--- src/rtl/stream_seq_checker_sat_counter.sv ---
// Saturating up-counter with synchronous clear; clear wins over increment.
module sat_counter #(
    parameter int W = 8
) (
    input  logic         clk,
    input  logic         rst,
    input  logic         clr,
    input  logic         inc,
    output logic [W-1:0] q
);

    always_ff @(posedge clk or negedge rst) begin
        if (!rst)
            q <= '0;
        else if (clr)
            q <= '0;
        else if (inc && !(&q))
            q <= q + W'(1);
    end

endmodule

--- config.mk ---
export PLATFORM = sky130hd
export DESIGN_NAME = sat_counter
export DESIGN_NICKNAME = d
export VERILOG_FILES = /design/src/rtl/stream_seq_checker_sat_counter.sv
export SDC_FILE = /design/constraint.sdc
export NUM_CORES = 1
export LEC_CHECK = 0
export BUFFER_PORTS_ARGS = -buffer_cell sky130_fd_sc_hd__buf_4
export CAP_MARGIN = 20
export CORE_AREA = 2 2 39 41
export DETAILED_ROUTE_END_ITERATION = 8
export DIE_AREA = 0 0 41 43
export PLACE_DENSITY = 0.64
export SLEW_MARGIN = 25
export SYNTH_ARGS = -nofsm -noshare
export SYNTH_HDL_FRONTEND = slang
export SYNTH_SLANG_ARGS = --single-unit
--- constraint.sdc ---
create_clock -name clk -period 3.2 [get_ports clk]
set_clock_uncertainty 0.15 [all_clocks]
set_input_delay 0.16 -clock clk [delete_from_list [all_inputs] [get_ports clk]]
set_output_delay 0.16 -clock clk [all_outputs]
set_load 0.01 [all_outputs]
==> qor.yml <==
power_and_ir_drop:
  cellLeakagePower_uw: 0.000281
  peakVddDrop_mv: 0.172
  finalPower_uw: 211
  powerDensity_nw_per_um2: 338
cts:
  cts_max_level: 1
  clk_pin_slew_ns: 0.06
  clk_latency_ns: 0.26
  root_buffer: "clkbuf_4"
  ctsResizeCount: 0
  numCtsBuffers: 3
  cts.path.max_buffers: 2
  postCtsHoldBufs: 1
  cts_tree: "done"
  numClockSinks: 8
  cts_setup_buffers: 0
placed_design:
  io_buffers: 11
  dp.final_hpwl_um: 775
  gp_congestion: 0.725
  dp_slack_ns: 1.44
  dp_cells: 72
timing:
  fin_ws_ns: 1.43
  setup_violations: 0
  layout_worst_path_cycle_share_pct: 55.4
  fmax_ghz: 0.564
  slew_viol_final: 0
  worst_pin_slew_ns: 0.306
  finalHoldViolations: 0
  finalCriticalPeriod_ns: 1.77
  maxSlewHeadroom_pct: 79.6
  grt_setup_unrepaired: "no"
  tns_ns: 0
finish:
  fillers: 137
  area_growth_syn_to_layout_pct: 23.8
  top_register: "q"
  antennaDiodeCount: 0
  reg.largest.list: "q (8)"
  multi_input_area_um2: 290
  layout.cells.non_filler: 76
  largest_reg_flops: 8
  register_area_um2: 200
  drive_gt1_share_pct: 38.3
  final_nets: 67
outcome:
  status: "complete, no violations"
logic_synthesis:
  synth.distinct_cells: 25
  syn_nets: 52
  syn_area_um2: 505
  syn-instance-count: 47
  yosysSeqAreaShare_pct: 39.6
  synth-seq-cells: 8
  avgSynthCellArea_um2: 10.8
  yosysWarnings: 0
setup_path:
  slowest_delay_ns: 0.42
  required_ns: 3.19
  worstSetupStartpointType: "register"
  criticalPathCategory: "register to register"
  critical_path.slowest_cell: "dfrtp_1"
  arrival_ns: 1.77
  crit_chain: "ha_1 > and3_2 > a211oi_2 > mux2_4"
  critPathCaptureType: "register"
  critPathMaxFanout: 6
global_route:
  grt_pass1_wl_mm: 1.75
  grt-ovfl-total: 0
  antenna_found_initial: 0
  grt_max_degree: 14
  grt_usage_pct: 14.9
  grt_pass1_vias: 398
hold_path:
  hp-class: "input port to register"
drt:
  vias: 428
  drc_errors: 0
  avgViaCountPerCell: 5.63
  routedWlPerCell_um: 14.1
  drt_iter0_drc: 19
  drtAntennaViolNets: 0
  first_pass_iters: 4
  routed_wl_mm: 1.07
floorplan:
  coreArea_um2: 1380
  die_w_um: 41
  dieArea_um2: 1760
  io_pins: 12
  start_util_pct: 36.5
  fp-row-count: 14
  fp.dieH_um: 43
run:
  max-cap-violations: 0
-- cell usage in the layout (no fill, tap or decap), types with 2 or more instances in the layout --
master / count
clkbuf_4: 3
nand2_1: 2
dfrtp_1: 8
a21oi_2: 2
nor2b_1: 4
nand2b_1: 2
nand4_1: 2
a21oi_1: 2
buf_4: 11
nor2_1: 4
and4_1: 2
mux2_4: 4
-- area by class of cell --
| type | count | area share (%) |
|---|---|---|
| timing repair buffer | 12 | 14.8 |
| clock buffer | 3 | 3.60 |
| tap | 16 | 3.20 |
| sequential | 8 | 32.0 |
| multi-input combinational | 37 | 46.4 |
-- critical path: cells and delay by family (launching register included) --
kind,cells,cell delay (ns)
flops,1,0.42
mux,1,0.32
fa+ha+maj,1,0.26
compound gates,1,0.26
simple gates,1,0.25
-- worst paths after layout --
path                       slack, ns  cells past startpoint              from                to
setup / recovery                1.43                      4  q[0]$_DFFE_PN0P_  q[5]$_DFFE_PN0P_
hold / removal                 0.004                      2               clr  q[7]$_DFFE_PN0P_
setup reg to reg                1.43                      4  q[0]$_DFFE_PN0P_  q[5]$_DFFE_PN0P_
hold reg to reg                 0.46                      2  q[1]$_DFFE_PN0P_  q[1]$_DFFE_PN0P_
max in group asynchronous       2.67                      2               rst  q[1]$_DFFE_PN0P_
min in group asynchronous       0.10                      2               rst  q[4]$_DFFE_PN0P_
-- power breakdown --
part	internal [µW]	leakage, µW	switching (µW)
combinational	12.3	0.000157	11.3
clock	43.1	0.0000138	37.6
sequential	104	0.000110	3.41
total	159	0.000281	52.4
-- synthesized netlist by cell type --
master,instances,area [µm²]
and3_1,1,6.26
nor2b_1,4,25.0
a21boi_0,1,7.51
a41oi_1,1,8.76
nand4_1,2,12.5
a211oi_2,1,12.5
clkbuf_1,1,3.75
nor3_1,1,5.00
dfrtp_1,8,200
nor2_1,4,15.0
mux2_4,4,60.1
nand2b_1,2,12.5
a311oi_1,1,8.76
buf_6,1,11.3
a211oi_1,1,7.51
nand2_1,2,7.51
a21oi_1,2,10.0
nand3_1,1,5.00
and4_1,2,17.5
a21oi_2,2,17.5
ha_1,1,12.5
nor4bb_1,1,10.0
and3_2,1,7.51
mux2i_1,1,10.0
a21boi_2,1,11.3
-- kinds of logic (layout without fill, tap and decap cells) --
group / after synthesis / after routing / synth area share (%)
and+or+nand+nor: 21 / 21 / 24.5
AOI/OAI and AO/OA: 10 / 10 / 16.6
buffers and inverters: 2 / 15 / 2.97
DFF: 8 / 8 / 39.6
adders and majority gates: 1 / 1 / 2.47
muxes: 5 / 5 / 13.9
-- through the flow --
step / hold WS [ns] / area (µm²) / util, %
2_1_floorplan: -0.286 / 505 / -
3_5_place_dp: -0.164 / 593 / 42.9
3_3_place_gp: -0.161 / 593 / 42.9
5_1_grt: 0.0209 / 626 / 45.2
6_report: 0.00407 / 626 / 45.2
4_1_cts: 0.00216 / 626 / 45.2
-- routing by layer --
metal / global-route usage (%) / part of all wire (%) / vias to the layer above
met5: 0 / 0 / -
met4: 10.0 / 2.3 / 0
met3: 3.66 / 6.8 / 5
met2: 21.3 / 46 / 16
met1: 19.0 / 45 / 199
li1: - / - / 208
Note: power is estimated with default switching activity, not from simulation.
